**src/rtl/mc_ctrl_pkg.sv**
```systemverilog
// Shared encodings for the multicycle RISC-V control unit and its datapath.
// Also holds the per-state control word table used by the FSM.
package mc_ctrl_pkg;

    typedef enum logic [3:0] {
        S_FETCH    = 4'd0,
        S_DECODE   = 4'd1,
        S_MEMADR   = 4'd2,
        S_MEMREAD  = 4'd3,
        S_MEMWB    = 4'd4,
        S_MEMWRITE = 4'd5,
        S_EXECUTER = 4'd6,
        S_EXECUTEI = 4'd7,
        S_ALUWB    = 4'd8,
        S_BRANCH   = 4'd9,
        S_JAL      = 4'd10
    } statetype_t;

    localparam logic [6:0] OP_LW     = 7'b0000011;
    localparam logic [6:0] OP_SW     = 7'b0100011;
    localparam logic [6:0] OP_RTYPE  = 7'b0110011;
    localparam logic [6:0] OP_IALU   = 7'b0010011;
    localparam logic [6:0] OP_BRANCH = 7'b1100011;
    localparam logic [6:0] OP_JAL    = 7'b1101111;

    localparam logic [2:0] ALU_ADD = 3'b000;
    localparam logic [2:0] ALU_SUB = 3'b001;
    localparam logic [2:0] ALU_AND = 3'b010;
    localparam logic [2:0] ALU_OR  = 3'b011;
    localparam logic [2:0] ALU_XOR = 3'b100;
    localparam logic [2:0] ALU_SLT = 3'b101;
    localparam logic [2:0] ALU_SLL = 3'b110;
    localparam logic [2:0] ALU_SRL = 3'b111;

    localparam logic [1:0] IMM_I = 2'b00;
    localparam logic [1:0] IMM_S = 2'b01;
    localparam logic [1:0] IMM_B = 2'b10;
    localparam logic [1:0] IMM_J = 2'b11;

    localparam logic [1:0] SRCA_PC    = 2'b00;
    localparam logic [1:0] SRCA_OLDPC = 2'b01;
    localparam logic [1:0] SRCA_A     = 2'b10;

    localparam logic [1:0] SRCB_WD   = 2'b00;
    localparam logic [1:0] SRCB_IMM  = 2'b01;
    localparam logic [1:0] SRCB_FOUR = 2'b10;

    localparam logic [1:0] RES_ALUOUT    = 2'b00;
    localparam logic [1:0] RES_DATA      = 2'b01;
    localparam logic [1:0] RES_ALURESULT = 2'b10;

    localparam logic [1:0] ALUOP_ADD   = 2'b00;
    localparam logic [1:0] ALUOP_SUB   = 2'b01;
    localparam logic [1:0] ALUOP_FUNCT = 2'b10;

    typedef struct packed {
        logic [1:0] alusrca;
        logic [1:0] alusrcb;
        logic [1:0] resultsrc;
        logic       adrsrc;
        logic       irwrite;
        logic       pcupdate;
        logic       regwrite;
        logic       memwrite;
        logic       branch;
        logic [1:0] aluop;
    } ctrl_t;

    // Moore control word for each state; anything not set stays 0.
    function automatic ctrl_t state_ctrl(statetype_t s);
        ctrl_t c;
        c = '0;
        case (s)
            S_FETCH: begin
                c.alusrca   = SRCA_PC;
                c.alusrcb   = SRCB_FOUR;
                c.resultsrc = RES_ALURESULT;
                c.irwrite   = 1'b1;
                c.pcupdate  = 1'b1;
            end
            S_DECODE: begin
                c.alusrca = SRCA_OLDPC;
                c.alusrcb = SRCB_IMM;
            end
            S_MEMADR: begin
                c.alusrca = SRCA_A;
                c.alusrcb = SRCB_IMM;
            end
            S_MEMREAD:  c.adrsrc = 1'b1;
            S_MEMWB: begin
                c.resultsrc = RES_DATA;
                c.regwrite  = 1'b1;
            end
            S_MEMWRITE: begin
                c.adrsrc   = 1'b1;
                c.memwrite = 1'b1;
            end
            S_EXECUTER: begin
                c.alusrca = SRCA_A;
                c.alusrcb = SRCB_WD;
                c.aluop   = ALUOP_FUNCT;
            end
            S_EXECUTEI: begin
                c.alusrca = SRCA_A;
                c.alusrcb = SRCB_IMM;
                c.aluop   = ALUOP_FUNCT;
            end
            S_ALUWB:    c.regwrite = 1'b1;
            S_BRANCH: begin
                c.alusrca = SRCA_A;
                c.alusrcb = SRCB_WD;
                c.aluop   = ALUOP_SUB;
                c.branch  = 1'b1;
            end
            S_JAL: begin
                c.alusrca  = SRCA_OLDPC;
                c.alusrcb  = SRCB_FOUR;
                c.pcupdate = 1'b1;
            end
            default: c = '0;
        endcase
        return c;
    endfunction

    function automatic logic [1:0] imm_src(logic [6:0] op);
        case (op)
            OP_SW:     return IMM_S;
            OP_BRANCH: return IMM_B;
            OP_JAL:    return IMM_J;
            default:   return IMM_I;
        endcase
    endfunction

endpackage

```
**src/rtl/mc_alu_dec.sv**
```systemverilog
// ALU operation decoder: maps the FSM's ALUOp plus instruction fields to ALUControl.
module mc_alu_dec
    import mc_ctrl_pkg::*;
(
    input  logic [1:0] aluop,
    input  logic [2:0] funct3,
    input  logic       funct7b5,
    input  logic       op5,
    output logic [2:0] alucontrol
);

    always_comb begin
        alucontrol = ALU_ADD;
        case (aluop)
            ALUOP_SUB:   alucontrol = ALU_SUB;
            ALUOP_FUNCT: begin
                case (funct3)
                    // op5 separates R-type sub from addi, whose imm may set bit 30
                    3'b000:  alucontrol = (op5 && funct7b5) ? ALU_SUB : ALU_ADD;
                    3'b001:  alucontrol = ALU_SLL;
                    3'b010:  alucontrol = ALU_SLT;
                    3'b100:  alucontrol = ALU_XOR;
                    3'b101:  alucontrol = ALU_SRL;
                    3'b110:  alucontrol = ALU_OR;
                    3'b111:  alucontrol = ALU_AND;
                    default: alucontrol = ALU_ADD;
                endcase
            end
            default:     alucontrol = ALU_ADD;
        endcase
    end

endmodule

```
**src/rtl/mc_control_unit.sv**
```systemverilog
// Multicycle RISC-V control FSM: registered Moore control word per state,
// plus ImmSrc/ALUControl decode and the branch-qualified PCWrite.
module mc_control_unit
    import mc_ctrl_pkg::*;
(
    input  logic       clk,
    input  logic       reset,
    input  logic [6:0] op,
    input  logic [2:0] funct3,
    input  logic       funct7b5,
    input  logic       Zero,
    output logic [1:0] ImmSrc,
    output logic [1:0] ALUSrcA,
    output logic [1:0] ALUSrcB,
    output logic [1:0] ResultSrc,
    output logic       AdrSrc,
    output logic [2:0] ALUControl,
    output logic       IRWrite,
    output logic       PCWrite,
    output logic       RegWrite,
    output logic       MemWrite
);

    statetype_t state;
    ctrl_t      ctrl;
    ctrl_t      cur;
    logic       taken;

    function automatic statetype_t next_state(statetype_t s, logic [6:0] o);
        statetype_t ns;
        ns = S_FETCH;
        case (s)
            S_FETCH:  ns = S_DECODE;
            S_DECODE: begin
                case (o)
                    OP_LW, OP_SW: ns = S_MEMADR;
                    OP_RTYPE:     ns = S_EXECUTER;
                    OP_IALU:      ns = S_EXECUTEI;
                    OP_BRANCH:    ns = S_BRANCH;
                    OP_JAL:       ns = S_JAL;
                    default:      ns = S_FETCH;
                endcase
            end
            S_MEMADR:   ns = (o == OP_SW) ? S_MEMWRITE : S_MEMREAD;
            S_MEMREAD:  ns = S_MEMWB;
            S_EXECUTER: ns = S_ALUWB;
            S_EXECUTEI: ns = S_ALUWB;
            S_JAL:      ns = S_ALUWB;
            default:    ns = S_FETCH;
        endcase
        return ns;
    endfunction

    // Control word is registered alongside the state it belongs to.
    always_ff @(posedge clk) begin
        if (reset) begin
            state <= S_FETCH;
            ctrl  <= state_ctrl(S_FETCH);
        end else begin
            state <= next_state(state, op);
            ctrl  <= state_ctrl(next_state(state, op));
        end
    end

    // During reset present FETCH selects with every write enable held off.
    always_comb begin
        cur = ctrl;
        if (reset) begin
            cur          = state_ctrl(S_FETCH);
            cur.irwrite  = 1'b0;
            cur.pcupdate = 1'b0;
            cur.regwrite = 1'b0;
            cur.memwrite = 1'b0;
            cur.branch   = 1'b0;
        end
    end

    assign taken = (funct3 == 3'b001) ? ~Zero : Zero;

    assign ImmSrc    = imm_src(op);
    assign ALUSrcA   = cur.alusrca;
    assign ALUSrcB   = cur.alusrcb;
    assign ResultSrc = cur.resultsrc;
    assign AdrSrc    = cur.adrsrc;
    assign IRWrite   = cur.irwrite;
    assign PCWrite   = cur.pcupdate | (cur.branch & taken);
    assign RegWrite  = cur.regwrite;
    assign MemWrite  = cur.memwrite;

    mc_alu_dec u_alu_dec (
        .aluop      (cur.aluop),
        .funct3     (funct3),
        .funct7b5   (funct7b5),
        .op5        (op[5]),
        .alucontrol (ALUControl)
    );

endmodule

```
**config.mk**
```make
export PLATFORM = sky130hd
export DESIGN_NAME = mc_control_unit
export DESIGN_NICKNAME = d
export VERILOG_FILES = /design/src/rtl/mc_ctrl_pkg.sv /design/src/rtl/mc_alu_dec.sv /design/src/rtl/mc_control_unit.sv
export SDC_FILE = /design/constraint.sdc
export NUM_CORES = 1
export LEC_CHECK = 0
export CAP_MARGIN = 20
export CORE_MARGIN = 4
export CORE_UTILIZATION = 54
export CTS_BUF_LIST = sky130_fd_sc_hd__clkbuf_2
export CTS_CLUSTER_SIZE = 25
export DETAILED_ROUTE_END_ITERATION = 16
export DONT_BUFFER_PORTS = 1
export PLACE_DENSITY_LB_ADDON = 0.1
export SLEW_MARGIN = 20
export SYNTH_ARGS = -nofsm -noshare
export SYNTH_HDL_FRONTEND = slang
export SYNTH_HIERARCHICAL = 1
export SYNTH_SLANG_ARGS = --single-unit
```
**constraint.sdc**
```tcl
create_clock -name clk -period 2.5 [get_ports clk]
set_clock_uncertainty 0.1 [all_clocks]
set_input_delay 0.5 -clock clk [delete_from_list [all_inputs] [get_ports clk]]
set_output_delay 0.5 -clock clk [all_outputs]
set_load 0.05 [all_outputs]
```
==> summary.md, run 1 <==
| Metric | Value |
|---|---|
| Syn Area/Cell | `9.28 um2` |
| Layout cells sized above 1 | `0.250` |
| RD Place Congestion | `0.852` |
| Largest net degree at the start of global routing | `28` |
| Io pins | `30` |
| WP data arrival | `1700 ps` |
| CTS root buf | `clkbuf_2` |
| Final setup vio count | `0` |
| Slew HR | `0.553` |
| Met3 WL post-DR | `107 um` |
| CTS tree | `yes` |
| Leading area contributor after synthesis | `dfxtp_1` |
| Mapped cell area | `0.00107 mm2` |
| First-pass GRT wire length | `3.17 mm` |
| CTS H-tree lvls | `1` |
| Drt drc | `0` |
| Final Util | `0.633` |
| Critical Path Source | `ctrl[0]$_SDFF_PP0_` |
| Max layer used | `met4` |
| Tmin final | `2300 ps` |
| Critical path type | `reg2out` |
| Die span in x | `52.5 um` |
| Full die area | `0.00275 mm2` |
| Met2 wire len | `952 um` |
| Ys Warns | `6` |
| Final worst path period share | `0.920` |
| CTS Sinks | `18` |
| CTS Hold Bufs | `0` |
| Seq/Total Area, Yosys | `0.338` |
| Hold crit path type | `in2reg` |
| Clk slew on worst S/H paths | `150 ps` |
| Post-layout instance area | `0.00114 mm2` |
| GR Util All Layers | `0.152` |
| Yosys reg bits | `18` |
| Async SR Flop Fraction | `0` |
| CP Data Required Time | `1900 ps` |
| PnR Total Power | `0.497 mW` |
| Setup bufs post-CTS | `0` |
| Hold path startpoint | `reset` |
| Max Slew Vio Count | `0` |
| Initial antenna violation count | `0` |
| Routed WL | `1.94 mm` |
| Post-synth top area share | `0.338` |
| Most used DFF post-synth | `dfxtp_1` |
| Sum of negative setup slack | `0 ps` |
| Avg WL per Cell | `13.4 um` |
| Distinct cells, synth | `50` |
| TritonCTS buffer count | `3` |
| Synth top cells by count | `dfxtp_1 (18), nor2_1 (13), nor2b_1 (11), buf_4 (6)` |
| Max Clk Rate | `435 MHz` |
| Vias/cell | `5.50` |
| R2r startpoint | `state[1]$_SDFF_PP0_` |
| Final worst slack | `199 ps` |
| RSZ-0062 raised after global routing | `no` |
| IO buf count | `0` |
| DR vias | `797` |
| Dpl cell area | `0.00112 mm2` |
| PD cells | `436 mW/mm2` |
| Mapped Nets | `131` |
| Outcome | `finished, final reports clean` |
| DR iter-0 viols | `21` |
| Row count | `15` |
| Worst Tran Pin Value | `670 ps` |
| Detailed placement HPWL | `1.48 mm` |
| Final Hold Viols | `0` |
| Post-CTS Resized | `0` |
| Die H | `52.5 um` |
| GRT overflow | `0` |
| Setup crit start kind | `register` |
| Max-cap violations | `0` |
| Clk_lat worst skew | `280 ps` |
| Static leakage | `0.437 nW` |
| Ant. Diodes | `0` |
| Worst vdd ir | `319 uV` |
| NumNets Final | `137` |
| Most common cell in the netlist | `dfxtp_1` |
| Vias in the first global route | `781` |
| Synth area leaders | `dfxtp_1 (34%), nor2b_1 (6.4%), nor2_1 (4.6%)` |
| Worst setup EP type | `output port` |
| Area growth syn-to-layout | `6.92%` |
| Place WS | `331 ps` |
| Core area | `0.00180 mm2` |
| Initial Util | `0.592` |
| DRT Pass-1 Iters | `4` |
| Final ANT Viol Nets | `0` |
| Post-synth EDFFs | `0` |
| Worst-path fanout max | `2` |
| Met1 wire length | `865 um` |
| Maximum clock path buffer count | `2` |
| Synth Instances | `115` |
==> state kept, by name, summed over array words and instances (netlist names) <==
register	cells
ctrl	14
state	4
==> stage by stage <==
step / hold slack, ps / cells
after floorplan: 491 / 115
after global placement: 476 / 141
after detailed placement: 480 / 141
after CTS: 151 / 145
after global routing: 126 / 145
final: 167 / 145
==> worst max-delay path: stages, from the launching register on <==
cell	delay, ps
dfxtp_1	330
nor2b_1	180
inv_1	60
ha_1	340
and4bb_2	500
==> cell type report <==
class | count | area [um2]
inverter | 4 | 15.0
fill | 164 | 661
multi-input combinational | 83 | 633
tap | 25 | 31.3
sequential | 18 | 360
clock buffer | 3 | 15.0
timing repair buffer | 11 | 82.6
clock inverter | 1 | 3.75
==> metal layers <==
layer | vias to the layer above | track usage
li1 | 415 | -
met1 | 355 | 0.170
met3 | 2 | 0.0484
met4 | 0 | 0.0468
met2 | 25 | 0.269
met5 | - | 0
==> cell usage in the layout (no fill, tap or decap), drive strengths merged, types with 3 or more instances in the layout <==
cell type	n
dfxtp	18
nor2	13
buf	11
nor2b	11
nor3	6
nand2	5
inv	4
nand3	3
clkbuf	3
and4bb	3
==> worst paths after layout <==
kind                            slack (ps)                   to  cells past startpoint
worst max-delay path                   200        ALUControl[2]                      4
worst max register to register         560   ctrl[5]$_SDFF_PP1_                      4
worst min register to register         560  ctrl[12]$_SDFF_PP0_                      2
worst min-delay path                   170  state[1]$_SDFF_PP0_                      1
==> cells by family after synthesis <==
logic type,count (synthesis),share of synthesized area
multiplexers,1,0.00938
AO/OA/AOI/OAI,22,0.190
flip-flops,18,0.338
adder cells (fa/ha/maj),2,0.0234
buffers and inverters,14,0.0785
XOR/XNOR,2,0.0164
AND/OR/NAND/NOR,56,0.345
==> power breakdown <==
part | leakage (nW) | switching [mW] | internal (mW)
Combinational | 0.275 | 0.0504 | 0.0319
Clock | 0.0140 | 0.0785 | 0.0347
Sequential | 0.147 | 0.00449 | 0.297
Power figures use the tool's default switching activity.
==> inputs of run 2 (changes only) <==
--- a/config.mk
+++ b/config.mk
@@ -5,14 +5,16 @@
 export SDC_FILE = /design/constraint.sdc
 export NUM_CORES = 1
 export LEC_CHECK = 0
-export CAP_MARGIN = 20
+export CAP_MARGIN = 40
 export CORE_MARGIN = 4
 export CORE_UTILIZATION = 54
 export CTS_BUF_LIST = sky130_fd_sc_hd__clkbuf_2
 export CTS_CLUSTER_SIZE = 25
 export DETAILED_ROUTE_END_ITERATION = 16
 export DONT_BUFFER_PORTS = 1
+export HOLD_SLACK_MARGIN = 0.02
 export PLACE_DENSITY_LB_ADDON = 0.1
+export REMOVE_ABC_BUFFERS = 1
 export SLEW_MARGIN = 20
 export SYNTH_ARGS = -nofsm -noshare
 export SYNTH_HDL_FRONTEND = slang
==> run 2 against run 1 <==
- core utilization is 0.14 points lower
- global-route usage is 0.10 points higher
- worst setup slack better by 36 ps
- sequential power hardly changed
- die area stayed put
- wire length is 3.2% higher
- critical endpoint unchanged
- register-to-register slack worse by 60 ps
- critical path depth stayed put
- clock power is 4% higher
- cell area is 0.22% lower
==> summary.md, run 2 (synthesis gave the netlist of run 1 again) <==
| Metric | Value |
|---|---|
| Fillers | `165 (+0.61%)` |
| CTS H-tree lvls | `1 (unchanged)` |
| Outcome | `finished, final reports clean` |
| Max Clk Rate | `442 MHz (+1.6%)` |
| Avg WL per Cell | `13.7 um (+2.5%)` |
| CTS Hold Bufs | `0 (unchanged)` |
| Full die area | `0.00275 mm2 (unchanged)` |
| Initial Util | `0.592 (unchanged)` |
| Net switching power figure | `0.137 mW (+3.0%)` |
| Worst Tran Pin Value | `672 ps (+1.37 ps)` |
| TritonCTS buffer count | `3 (unchanged)` |
| RD Place Congestion | `0.764 (-10%)` |
| CTS Sinks | `18 (unchanged)` |
| Max reg flops | `14 (unchanged)` |
| Registers with the most flip-flops | `ctrl (14), state (4)` |
| Static leakage | `0.442 nW (+1.1%)` |
| GRT overflow | `0 (unchanged)` |
| Vias in the first global route | `759 (-2.8%)` |
| Post-CTS Resized | `0 (unchanged)` |
| Place WS | `354 ps (+22.3 ps)` |
| Setup bufs post-CTS | `0 (unchanged)` |
| Die span in x | `52.5 um (unchanged)` |
| Largest net degree at the start of global routing | `28 (unchanged)` |
| DRT Pass-1 Iters | `4 (unchanged)` |
| Vias/cell | `5.62 (+2.3%)` |
| PD cells | `440 mW/mm2 (+1.0%)` |
| Internal | `0.364 mW (about the same)` |
| Area growth syn-to-layout | `6.68%` |
| Final ANT Viol Nets | `0 (unchanged)` |
| Sequential share of power | `0.602 (-0.005)` |
| CTS tree | `yes` |
| Commonest non-fill, non-tap cell in the layout | `dfxtp_1` |
| Sw Ratio | `0.274 (+0.00575)` |
| Die H | `52.5 um (unchanged)` |
| IO buf count | `0 (unchanged)` |
| Hold crit path type | `in2reg` |
| Final worst path period share | `0.906 (-0.0145)` |
| Worst setup EP type | `output port` |
| Final Hold Viols | `0 (unchanged)` |
| Drt drc | `0 (unchanged)` |
| Detailed placement HPWL | `1.59 mm (+7.1%)` |
| GR Util All Layers | `0.153 (+0.00101)` |
| Max-cap violations | `0 (unchanged)` |
| Dpl cell area | `0.00112 mm2 (-0.22%)` |
| PnR Total Power | `0.501 mW (+0.80%)` |
| Commonest non-fill, non-tap cells in the layout | `dfxtp_1 (18), nor2_1 (13), buf_4 (12)` |
| Final setup vio count | `0 (unchanged)` |
| Clk_lat worst skew | `290 ps (about the same)` |
| Final worst slack | `236 ps (+36.3 ps)` |
| Sum of negative setup slack | `0 ps (unchanged)` |
| WP data arrival | `1660 ps (-40 ps)` |
| Comb pwr share | `0.162 (-0.003)` |
| Ant. Diodes | `0 (unchanged)` |
| Clk slew on worst S/H paths | `150 ps (about the same)` |
| Initial antenna violation count | `0 (unchanged)` |
| Top reg by flops | `ctrl` |
| Io pins | `30 (unchanged)` |
| Slew HR | `0.552 (-0.000915)` |
| First-pass GRT wire length | `3.11 mm (-2.2%)` |
| Clock power share | `0.236 (+0.008)` |
| Max Slew Vio Count | `0 (unchanged)` |
| RSZ-0062 raised after global routing | `no` |
| Critical path type | `reg2out` |
| CTS root buf | `clkbuf_2` |
| Core area | `0.00180 mm2 (unchanged)` |
| CP Data Required Time | `1900 ps (about the same)` |
| Tmin final | `2260 ps (-36.3 ps)` |
| Routed WL | `2.00 mm (+3.2%)` |
| Final Util | `0.632 (-0.00139)` |
| Setup crit start kind | `register` |
| Row count | `15 (unchanged)` |
| Maximum clock path buffer count | `2 (unchanged)` |
| Worst vdd ir | `328 uV (+2.7%)` |
| DR iter-0 viols | `13 (-38%)` |
| Post-layout instance area | `0.00114 mm2 (-0.22%)` |
| Worst-path fanout max | `2 (unchanged)` |
| NumNets Final | `138 (+0.73%)` |
| DR vias | `821 (+3.0%)` |
| Layout cells sized above 1 | `0.248 (-0.00207)` |
run 2: changes by cell type in the layout (fill, tap and decap cells not counted), sizes merged:
cell / before / now
buf: 11 / 12
run 2: cell type report:
type,count,area [um2],share of cell area
clock buffers,3,15.0,0.0132
multi-input cells,83,623,0.547
well taps,25,31.3,0.0275
flip-flops and latches,18,360,0.316
clock inverters,1,3.75,0.00330
repair buffers,12,90.1,0.0791
inverters,4,15.0,0.0132
run 2: power by group through the flow:
stage	Combinational [mW]	Sequential [mW]	Clock, mW
after floorplan	0.0671	0.307	0
after global placement	0.0799	0.308	0
after detailed placement	0.0814	0.308	0
after CTS	0.0819	0.302	0.124
after global routing	0.0869	0.304	0.132
final	0.0810	0.302	0.118
run 2: worst max-delay path, cell delays in order (launching register included):
cell	delay, ps
dfxtp_1	350
nor2b_1	160
inv_1	60
ha_1	310
and4bb_2	500
run 2: stage by stage:
step / hold slack, ps / instances
2_1_floorplan: 472 / 105
3_3_place_gp: 477 / 142
3_5_place_dp: 478 / 142
4_1_cts: 144 / 146
5_1_grt: 134 / 146
6_report: 159 / 146
run 2: worst paths after layout:
kind,from,end,slack (ps),depth (start not counted)
setup / recovery,ctrl[0]$_SDFF_PP0_,ALUControl[2],240,4
hold reg to reg,state[0]$_SDFF_PP0_,ctrl[12]$_SDFF_PP0_,570,2
setup reg to reg,state[1]$_SDFF_PP0_,ctrl[5]$_SDFF_PP1_,500,4
hold / removal,reset,ctrl[13]$_SDFF_PP0_,160,1
run 2: routing by layer:
| metal | global-route usage | vias to the layer above | share of wire |
|---|---|---|---|
| met5 | 0 | - | 0 |
| met3 | 0.0399 | 2 | 0.088 |
| met1 | 0.188 | 364 | 0.42 |
| met4 | 0.0511 | 0 | 0.0065 |
| li1 | - | 421 | - |
| met2 | 0.254 | 34 | 0.48 |
==> inputs of run 3 (changes only) <==
--- a/config.mk
+++ b/config.mk
@@ -5,8 +5,7 @@
 export SDC_FILE = /design/constraint.sdc
 export NUM_CORES = 1
 export LEC_CHECK = 0
-export CAP_MARGIN = 40
-export CORE_MARGIN = 4
+export CORE_MARGIN = 2
 export CORE_UTILIZATION = 54
 export CTS_BUF_LIST = sky130_fd_sc_hd__clkbuf_2
 export CTS_CLUSTER_SIZE = 25
==> run 3 against run 2 <==
- register-to-register slack worse by 40 ps
- largest cell class unchanged
- cell area increased by 0.88%
- critical path depth did not move
- via count grew 2.3%
- sequential power about the same
- critical path type unchanged
- wire length down 1.3%
- die area down 15%
- largest power group unchanged
- maximum frequency rose by 0.71%
- sequential share of layout area shrank 0.28 points
- core utilization is 2.8 points lower
==> summary.md, run 3 (synthesis gave the netlist of run 1 again) <==
| Metric | Value |
|---|---|
| NumNets Final | `139 (+0.72%)` |
| Net switching power figure | `0.143 mW (+4.2%)` |
| Max reg flops | `14 (unchanged)` |
| Outcome | `finished, final reports clean` |
| Worst Tran Pin Value | `671 ps (-1.16 ps)` |
| Worst vdd ir | `326 uV (-0.49%)` |
| Internal | `0.364 mW (about the same)` |
| Worst setup EP type | `output port` |
| Final setup vio count | `0 (unchanged)` |
| PD cells | `442 mW/mm2 (+0.33%)` |
| Registers with the most flip-flops | `ctrl (14), state (4)` |
| Max Clk Rate | `445 MHz (+0.71%)` |
| Max-cap violations | `0 (unchanged)` |
| GR Util All Layers | `0.179 (+0.0260)` |
| Min-Delay Path Depth | `1 (unchanged)` |
| Die span in x | `48.5 um (-7.6%)` |
| Final Util | `0.604 (-0.0280)` |
| Clk slew on worst S/H paths | `180 ps (+30 ps)` |
| Largest net degree at the start of global routing | `28 (unchanged)` |
| Layout cells sized above 1 | `0.254 (+0.00616)` |
| Critical path type | `reg2out` |
| Commonest non-fill, non-tap cells in the layout | `dfxtp_1 (18), nor2_1 (13), buf_4 (13)` |
| Max Slew Vio Count | `0 (unchanged)` |
| Post-CTS Resized | `0 (unchanged)` |
| Reg-to-Reg End | `ctrl[5]$_SDFF_PP1_` |
| CP Data Required Time | `1900 ps (about the same)` |
| R2r startpoint | `state[1]$_SDFF_PP0_` |
| Die H | `48.5 um (-7.6%)` |
| First-pass GRT wire length | `3.42 mm (+10%)` |
| Vias in the first global route | `763 (+0.53%)` |
| Worst-path fanout max | `2 (unchanged)` |
| Clock power share | `0.244 (+0.008)` |
| Initial Util | `0.561 (-0.0312)` |
| Clk_lat worst skew | `310 ps (+20 ps)` |
| Row count | `16 (+1)` |
| Sum of negative setup slack | `0 ps (unchanged)` |
| Hold EP | `state[1]$_SDFF_PP0_` |
| IO buf count | `0 (unchanged)` |
| Slew HR | `0.553 (+0.000771)` |
| Avg WL per Cell | `13.3 um (-3.2%)` |
| Initial antenna violation count | `0 (unchanged)` |
| Drt drc | `0 (unchanged)` |
| Vias/cell | `5.64 (+0.25%)` |
| Setup crit start kind | `register` |
| Commonest non-fill, non-tap cell in the layout | `dfxtp_1` |
| DRT Pass-1 Iters | `4 (unchanged)` |
| Static leakage | `0.446 nW (+0.94%)` |
| Core area | `0.00190 mm2 (+5.6%)` |
| CTS H-tree lvls | `1 (unchanged)` |
| DR vias | `840 (+2.3%)` |
| Ant. Diodes | `0 (unchanged)` |
| Detailed placement HPWL | `1.49 mm (-5.9%)` |
| Worst reg-to-reg path cell count | `4 (unchanged)` |
| CTS root buf | `clkbuf_2` |
| Comb pwr share | `0.160 (-0.002)` |
| Top reg by flops | `ctrl` |
| Full die area | `0.00235 mm2 (-15%)` |
| DR iter-0 viols | `12 (-1)` |
| Io pins | `30 (unchanged)` |
| CTS Sinks | `18 (unchanged)` |
| Hold crit path type | `in2reg` |
| Sw Ratio | `0.282 (+0.00814)` |
| RD Place Congestion | `0.788 (+3.1%)` |
| Hold path startpoint | `reset` |
| GRT overflow | `0 (unchanged)` |
| WP data arrival | `1650 ps (about the same)` |
| Setup bufs post-CTS | `0 (unchanged)` |
| Final ANT Viol Nets | `0 (unchanged)` |
| Tmin final | `2250 ps (-16.0 ps)` |
| Sequential share of power | `0.597 (-0.005)` |
| CTS Hold Bufs | `0 (unchanged)` |
| CTS tree | `yes` |
| WHS | `133 ps (-26.0 ps)` |
| Final worst path period share | `0.899 (-0.00640)` |
| Maximum clock path buffer count | `2 (unchanged)` |
| RSZ-0062 raised after global routing | `no` |
| Area growth syn-to-layout | `7.62%` |
| Final Hold Viols | `0 (unchanged)` |
| TritonCTS buffer count | `3 (unchanged)` |
| Reg-to-reg setup timing slack | `460 ps (-40 ps)` |
| Routed WL | `1.98 mm (-1.3%)` |
==> run 3: cell count changes in the layout (fill, tap and decap cells not counted), sizes merged <==
cell,previous run,this run
buf,12,13
==> run 3: per-stage QoR <==
step | instances | total power [mW] | worst slack, ps | cell area (um2)
floorplan | 105 | 0.374 | 141 | 998
global placement | 145 | 0.388 | 389 | 1130
detailed placement | 145 | 0.390 | 365 | 1130
CTS | 149 | 0.509 | 230 | 1150
global route | 149 | 0.529 | 122 | 1150
finish | 149 | 0.507 | 252 | 1150
==> run 3: power by group through the flow <==
stage                     clock [mW]  combinational [mW]  sequential (mW)
after global routing           0.137              0.0876            0.304
after global placement             0              0.0801            0.308
after floorplan                    0              0.0671            0.307
final                          0.124              0.0811            0.303
after CTS                      0.125              0.0812            0.303
after detailed placement           0              0.0810            0.309
==> run 3: cell type report <==
type / count / area, um2
multi-input combinational: 83 / 623
fill: 176 / 753
tap: 27 / 33.8
clock inverter: 1 / 3.75
inverter: 4 / 15.0
clock buffer: 3 / 15.0
sequential: 18 / 360
timing repair buffer: 13 / 97.6
==> run 3: worst max path at each step <==
stage | from | endpoint | slack [ps] | cells after the start
after floorplan | op[3] | ImmSrc[0] | 140 | 2
after global placement | op[2] | ctrl[5]$_SDFF_PP1_ | 390 | 5
after detailed placement | op[2] | ctrl[5]$_SDFF_PP1_ | 370 | 5
after CTS | ctrl[0]$_SDFF_PP0_ | ALUControl[2] | 230 | 4
after global routing | ctrl[0]$_SDFF_PP0_ | ALUControl[2] | 120 | 4
final | ctrl[0]$_SDFF_PP0_ | ALUControl[2] | 250 | 4
==> run 3: worst max-delay path: stages, from the launching register on <==
cell and delay (ps):
dfxtp_1 330, nor2b_1 160, inv_1 60, ha_1 310, and4bb_2 500
==> run 3: routing by layer <==
metal	up-vias	wire length, um	share of wire	track usage
met1	395	905	0.46	0.235
met5	-	0	0	0
li1	420	-	-	-
met4	0	6	0.0030	0.0571
met3	2	131	0.066	0.0401
met2	23	933	0.47	0.292
